<file path="config.mk">
export PLATFORM = sky130hd
export DESIGN_NAME = serial_sub_ctrl
export DESIGN_NICKNAME = d
export VERILOG_FILES = /design/src/rtl/serial_sub_pkg.sv /design/src/rtl/full_sub.sv /design/src/rtl/serial_sub_ctrl.sv
export SDC_FILE = /design/constraint.sdc
export NUM_CORES = 1
export LEC_CHECK = 0
export CAP_MARGIN = 20
export CORE_ASPECT_RATIO = 2
export CORE_UTILIZATION = 40
export DETAILED_ROUTE_END_ITERATION = 10
export PLACE_DENSITY_LB_ADDON = 0.1
export SYNTH_ARGS = -nofsm -noshare
export SYNTH_HDL_FRONTEND = slang
export SYNTH_SLANG_ARGS = --single-unit
</file>
<file path="constraint.sdc">
create_clock -name clk -period 1.6 [get_ports clk]
set_input_delay 0.24 -clock clk [delete_from_list [all_inputs] [get_ports clk]]
set_output_delay 0.24 -clock clk [all_outputs]
set_load 0.03 [all_outputs]
</file>
<file path="src/rtl/serial_sub_pkg.sv">
// Shared types and defaults for the bit-serial subtraction controller.
package serial_sub_pkg;

    typedef enum logic [1:0] {
        IDLE,
        SHIFT,
        DONE
    } state_t;

    localparam int SUB_WIDTH_DEFAULT = 8;

endpackage

</file>
<file path="src/rtl/full_sub.sv">
// One-bit full subtractor: two half-subtractor stages with OR-ed borrows.
// Latency: combinational.
// Backpressure: none, pure logic.
module full_sub (
    input  logic a,
    input  logic b,
    input  logic bin,
    output logic d,
    output logic bout
);

    logic d1;
    logic b1;
    logic b2;

    assign d1   = a ^ b;
    assign b1   = ~a & b;
    assign d    = d1 ^ bin;
    assign b2   = ~d1 & bin;
    assign bout = b1 | b2;

endmodule

</file>
<file path="src/rtl/serial_sub_ctrl.sv">
// Bit-serial a-b: drives one full_sub cell per clock, LSB first, borrow kept in a flop.
// Latency: done pulses WIDTH cycles after the accepting edge; busy clears one cycle later.
// Backpressure: start is only sampled in IDLE; requests while busy are dropped.
module serial_sub_ctrl
    import serial_sub_pkg::*;
#(
    parameter int WIDTH = SUB_WIDTH_DEFAULT
) (
    input  logic             clk,
    input  logic             rst_n,
    input  logic             start,
    input  logic [WIDTH-1:0] a,
    input  logic [WIDTH-1:0] b,
    output logic             busy,
    output logic             done,
    output logic [WIDTH-1:0] diff,
    output logic             borrow_out
);

    localparam int CW = $clog2(WIDTH) + 1;

    state_t           state;
    logic [WIDTH-1:0] a_sr;
    logic [WIDTH-1:0] b_sr;
    logic [WIDTH-1:0] res_sr;
    logic [WIDTH-1:0] res_next;
    logic [CW-1:0]    cnt;
    logic             bin;
    logic             d;
    logic             bout;

    full_sub u_cell (
        .a    (a_sr[0]),
        .b    (b_sr[0]),
        .bin  (bin),
        .d    (d),
        .bout (bout)
    );

    // Result fills from the MSB side so the LSB lands in bit 0 after WIDTH shifts.
    generate
        if (WIDTH == 1) begin : g_w1
            assign res_next = d;
        end else begin : g_wn
            assign res_next = {d, res_sr[WIDTH-1:1]};
        end
    endgenerate

    always_ff @(posedge clk or negedge rst_n) begin
        if (!rst_n) begin
            state      <= IDLE;
            busy       <= 1'b0;
            done       <= 1'b0;
            diff       <= '0;
            borrow_out <= 1'b0;
            a_sr       <= '0;
            b_sr       <= '0;
            res_sr     <= '0;
            bin        <= 1'b0;
            cnt        <= '0;
        end else begin
            done <= 1'b0;
            unique case (state)
                IDLE: begin
                    if (start) begin
                        state <= SHIFT;
                        busy  <= 1'b1;
                        a_sr  <= a;
                        b_sr  <= b;
                        bin   <= 1'b0;
                        cnt   <= '0;
                    end
                end
                SHIFT: begin
                    a_sr   <= a_sr >> 1;
                    b_sr   <= b_sr >> 1;
                    res_sr <= res_next;
                    bin    <= bout;
                    cnt    <= cnt + CW'(1);
                    if (cnt == CW'(WIDTH - 1)) begin
                        state      <= DONE;
                        done       <= 1'b1;
                        diff       <= res_next;
                        borrow_out <= bout;
                    end
                end
                DONE: begin
                    state <= IDLE;
                    busy  <= 1'b0;
                end
                default: begin
                    state <= IDLE;
                    busy  <= 1'b0;
                end
            endcase
        end
    end

endmodule

</file>
* Word level (Yosys, flattened, before mapping)
Index checks and enable logic that the tools add are counted.
** Storage, ports and cells
- Bits in registers :: 42
- Latch bits :: 0
- Memory bits (writable) :: 0
- Memory bits (read-only) :: 0
- Input bits :: 19
- Output and inout bits :: 11
- Logic and storage cells :: 44
- Memories :: 0
** Cells by class
- Add/subtract/negate cells :: 1
- Multipliers :: 0
- Divide/modulo/power cells :: 0
- Order comparisons :: 0
- Equality and inequality tests :: 4
- Shifts and indexed selects :: 0
- Muxes and demuxes :: 15
- Bitwise operators :: 8
- Reduce and logical (&&, ||, !) cells :: 6
** Operators with widths (number)
- $pmux 8 s2 :: 2
- $mux 8 :: 2
- $pmux 4 s2 :: 1
- $reduce_and 2->1 :: 4
- $add 4x1->4 const B :: 1
- $eq 4x3->1 const B :: 1
- $mux 1 :: 4
- $mux 2 :: 2
- $mux 4 :: 1
- $ne 2x2->1 const B :: 2
- $pmux 1 s2 :: 2
- $pmux 2 s2 :: 1
- $not 1->1 :: 3
- $and 1x1->1 :: 2
- $eq 2x1->1 const B :: 1
- $logic_not 2->1 :: 1
- $reduce_bool 2->1 :: 1
- $xor 1x1->1 :: 2
- $or 1x1->1 :: 1

* Logic depth before layout (Yosys ltp)
- Word-level depth :: 5
- Gate-level depth with buffers :: 4
- Mapped depth without buffers :: 4

* Cells and area by module
A second synthesis with hierarchy kept.
** Second synthesis, totals
- Cell total of the unflattened synthesis :: 170
- Area, all modules :: 1789.2 µm²
** By module, submodules not included
- serial_sub_ctrl :: instances 1, cells each 166, area an instance 1757.9 µm², seq. area each 1026.0 µm²
- full_sub :: instances 1, cells each 4, area an instance 31.3 µm², seq. area each 0.0 µm²

* Worst setup path before layout
OpenSTA, ideal clock, no wires.
- Path type :: register -> register
- Start :: reg cnt[0]
- End :: reg diff[0]
- Library setup time :: 0.125 ns
- Arrival :: 1.316 ns
- Required time :: 1.475 ns
- Setup slack :: 0.160 ns
- Stages on the path, launching flop included :: 5
- Buffers on the path :: 0
- Period minus slack after synthesis :: 1.440 ns
- Cell sequence :: dfrtp_1 > ha_1 > nand2_1 > nor3_4 > mux2_2
** On the way
- Longest elaborated chain between the ends :: 2
** RTL lines
- from (decl) :: line serial_sub_ctrl.sv:27 : logic [CW-1:0] cnt;
- from (signal assigned) :: line serial_sub_ctrl.sv:79 : cnt <= cnt + CW'(1);
- $eq 4x3->1 :: line serial_sub_ctrl.sv:80 : if (cnt == CW'(WIDTH - 1)) begin
- $reduce_and 2->1 (no line)
- to (signal assigned) :: line serial_sub_ctrl.sv:83 : diff <= res_next;
- to (decl) :: line serial_sub_ctrl.sv:16 : output logic [WIDTH-1:0] diff,
Every way passes these cells.
A chain may end at the register's enable or synchronous reset.

* Final worst setup path
- Start :: reg diff[0]
- End :: out diff[0]
No word-level cell between the ends.

==> results_dict.tcl <==
set metrics [dict create \
    grt_start_max_net_pins 42 \
    drcViolationCount 0 \
    hold_violations 0 \
    clk_latency_ps 290 \
    die-width_um 49.49 \
    total_power_w 0.004505 \
    slew_headroom_pct 78.77 \
    dr.pass1.iters 4 \
    seq_area_frac_synth_pct 56.87 \
    status "finished, final reports clean" \
    fin_area_sq_um 2369 \
    drive_gt1_share_pct 15.02 \
    cts-root-buf "clkbuf_8" \
    post_drt_wl_per_cell_um 14.04 \
    critPathMaxStageDelay_ps 670 \
    htreeDepth 2 \
    cts_inserted_buffers 5 \
    ys_types 23 \
    area_growth_syn_to_layout_pct 31.28 \
    grt_use_total_pct 18.00 \
    synth_mux_area_share_pct 6.172 \
    r2r-start "cnt[0]$_DFFE_PN0P_" \
    diodes 0 \
    syn_inst 171 \
    hold_path_class "input pin to asynchronous set/reset pin" \
    synth-simple-area-share_pct 15.12 \
    antenna_found_initial 0 \
    grt_pass1_vias 1434 \
    critPathMaxFanout 2 \
    synthAdderAreaFrac_pct 1.803 \
    vias 1383 \
    synth_top_family_by_area "compound AO/OA/AOI/OAI gates" \
    crit_type "flip-flop to output port" \
    seqPwrFrac_pct 39.3 \
    rsz0062_at_grt "no" \
    drtIter0Drc 15 \
    tns_ps 0 \
    postRouteAntennaNets 0 \
    grt_pass1_wl_um 6589 \
    tightestPinTransition_ps 317.9 \
    finalSetupViolations 0 \
    dieArea_sq_um 4800 \
    leakagePower_nw 1.094 \
    grt.overflow.total 0 \
    rows 34 \
    syn_area_sq_um 1804 \
    slowest_stage "clkdlybuf4s50_1" \
    finalCriticalPeriod_ps 1545 \
    die_y_um 96.98 \
    setup.worst_path.end_class "output port" \
    syn_area_per_cell_sq_um 10.55 \
    switchingPower_w 0.001668 \
    io_pins 30 \
    synth_seq_cells 41 \
    clock_sinks 41 \
    maxCapViolations 0 \
    gp_congestion 0.7247 \
    fin_crit_sh_pct 96.54 \
    worst-path-buf-inv 1 \
    wirelength_um 3748 \
    synth_compound_area_share_pct 17.34 \
    internal_power_w 0.002837 \
    power_frac_comb_pct 41.8 \
    clockBufferDepth 2 \
    max_freq_ghz 0.6474 \
    setup.worst_path.start "diff[0]$_DFFE_PN0P_" \
    powerDensity_nw_per_um2 1902 \
    core_area_sq_um 4339 \
    clk_pin_slew_worst_paths_ps 70 \
    required_ps 1360 \
    placed_area_sq_um 2230 \
    synth_xor_area_share_pct 0 \
    peakVddDrop_mv 0.9866 \
    start_util_pct 41.58 \
    nFillCells 425 \
    p_clk_share_pct 18.9 \
    syn-num-nets 192 \
    crit_path_cell_trace "clkdlybuf4s50_1" \
    clock_skew_ps 3.681 \
    dp_hpwl_um 2772 \
    post-cts-setup-buffer-count 0 \
    io_buffers 29 \
    crit_path_start_kind "flip-flop" \
    yosys_warnings 0 \
    routed_via_density 5.180 \
    switching_share_pct 37.02 \
    critPathArrivalTime_ps 1300 \
    cts_tree "built" \
    nNetsFinal 233 \
    critPathTopFamily "buffers and inverters" \
    drv_slew 0 \
]
[metrics by stage]
stage / std cells / setup WS, ps / utilization, % / hold WS (ps)
finish: 267 / 55.29 / 54.58 / 443.5
global route: 267 / 4.902 / 54.58 / 489.0
CTS: 267 / 19.74 / 54.30 / 452.0
detailed placement: 258 / 105.0 / 51.38 / 228.8
global placement: 258 / 176.9 / 51.38 / 225.3
floorplan: 171 / 159.6 / - / -55.59
[layout by cell type, fill, tap and decap left out, types with 2 or more instances in the layout]
cell and instances:
clkbuf_8 6, clkdlybuf4s50_1 23, a21oi_1 15, dfrtp_1 41, nand2_1 28, a22oi_1 14, inv_1 3, nor2_1 4
o21ai_0 18, a22o_1 2, nand3_1 2, buf_4 12, dlymetal6s2s_1 5, mux2_2 9, nor2b_1 16
[worst paths after layout]
kind | to | depth (start not counted) | slack, ps
worst max-delay path | diff[0] | 1 | 60
worst min-delay path | cnt[3]$_DFFE_PN0P_ | 3 | 440
worst max register to register | diff[3]$_DFFE_PN0P_ | 5 | 130
worst min register to register | bin$_DFFE_PN0P_ | 2 | 500
max in group asynchronous | a_sr[3]$_DFFE_PN0P_ | 3 | 950
min in group clk | bin$_DFFE_PN0P_ | 2 | 500
[power groups by stage]
stage	Combinational (W)	Clock (W)	Sequential [W]
floorplan	0.00100	0	0.00196
global placement	0.00186	0	0.00178
detailed placement	0.00193	0	0.00180
CTS	0.00193	0.000881	0.00178
global route	0.00209	0.000923	0.00184
finish	0.00188	0.000851	0.00177
[metal layers]
metal / part of all wire [%] / GRT usage [%] / vias to the layer above
met5: 0 / 0 / -
met4: 1.9 / 7.912 / 0
met3: 2.8 / 3.302 / 6
met2: 55 / 32.14 / 29
met1: 40 / 20.10 / 675
li1: - / - / 673
[cell families after synthesis]
family,count (synthesis)
AO/OA/AOI/OAI,52
adder cells (fa/ha/maj),2
buffers and inverters,12
flip-flops,41
multiplexers,10
AND/OR/NAND/NOR,54
[registers in the layout, summed over array words and instances, names as in the netlist]
name,cells
bin,1
state,2
borrow_out,1
done,1
a_sr,8
diff,8
cnt,4
b_sr,8
busy,1
res_sr,7
[cells in the mapped netlist]
master	n	share of area (%)
dfrtp_1	41	57
nand2_1	28	5.8
o21ai_0	18	5.0
nor2b_1	16	5.5
a21oi_1	15	4.2
a22oi_1	14	5.8
mux2_2	9	5.6
clkbuf_1	8	1.7
nor2_1	4	0.83
inv_1	3	0.62
a22o_1	2	0.97
nand3_1	2	0.55
a2bb2oi_1	1	0.49
and2b_1	1	0.42
buf_4	1	0.42
fa_1	1	1.1
ha_1	1	0.69
mux2i_1	1	0.55
nand2b_4	1	0.76
nor3_1	1	0.28
nor3_4	1	0.90
o21bai_1	1	0.42
o311ai_0	1	0.49
[what timing repair did]
action                     in CTS  in global routing
setup endpoints to repair       0                  5
hold endpoints to repair       41                  0
resized for setup               0                  5
hold buffers                    1                  0
[layout make-up]
class / instances / area, sq um / share of cell area [%]
flip-flops and latches: 41 / 1026 / 43.32
multi-input cells: 118 / 729.5 / 30.80
repair buffers: 43 / 417.9 / 17.64
clock buffers: 7 / 86.33 / 3.645
well taps: 54 / 67.56 / 2.853
clock inverters: 1 / 30.03 / 1.268
inverters: 3 / 11.26 / 0.4754
(Power assumes the default switching activity.)
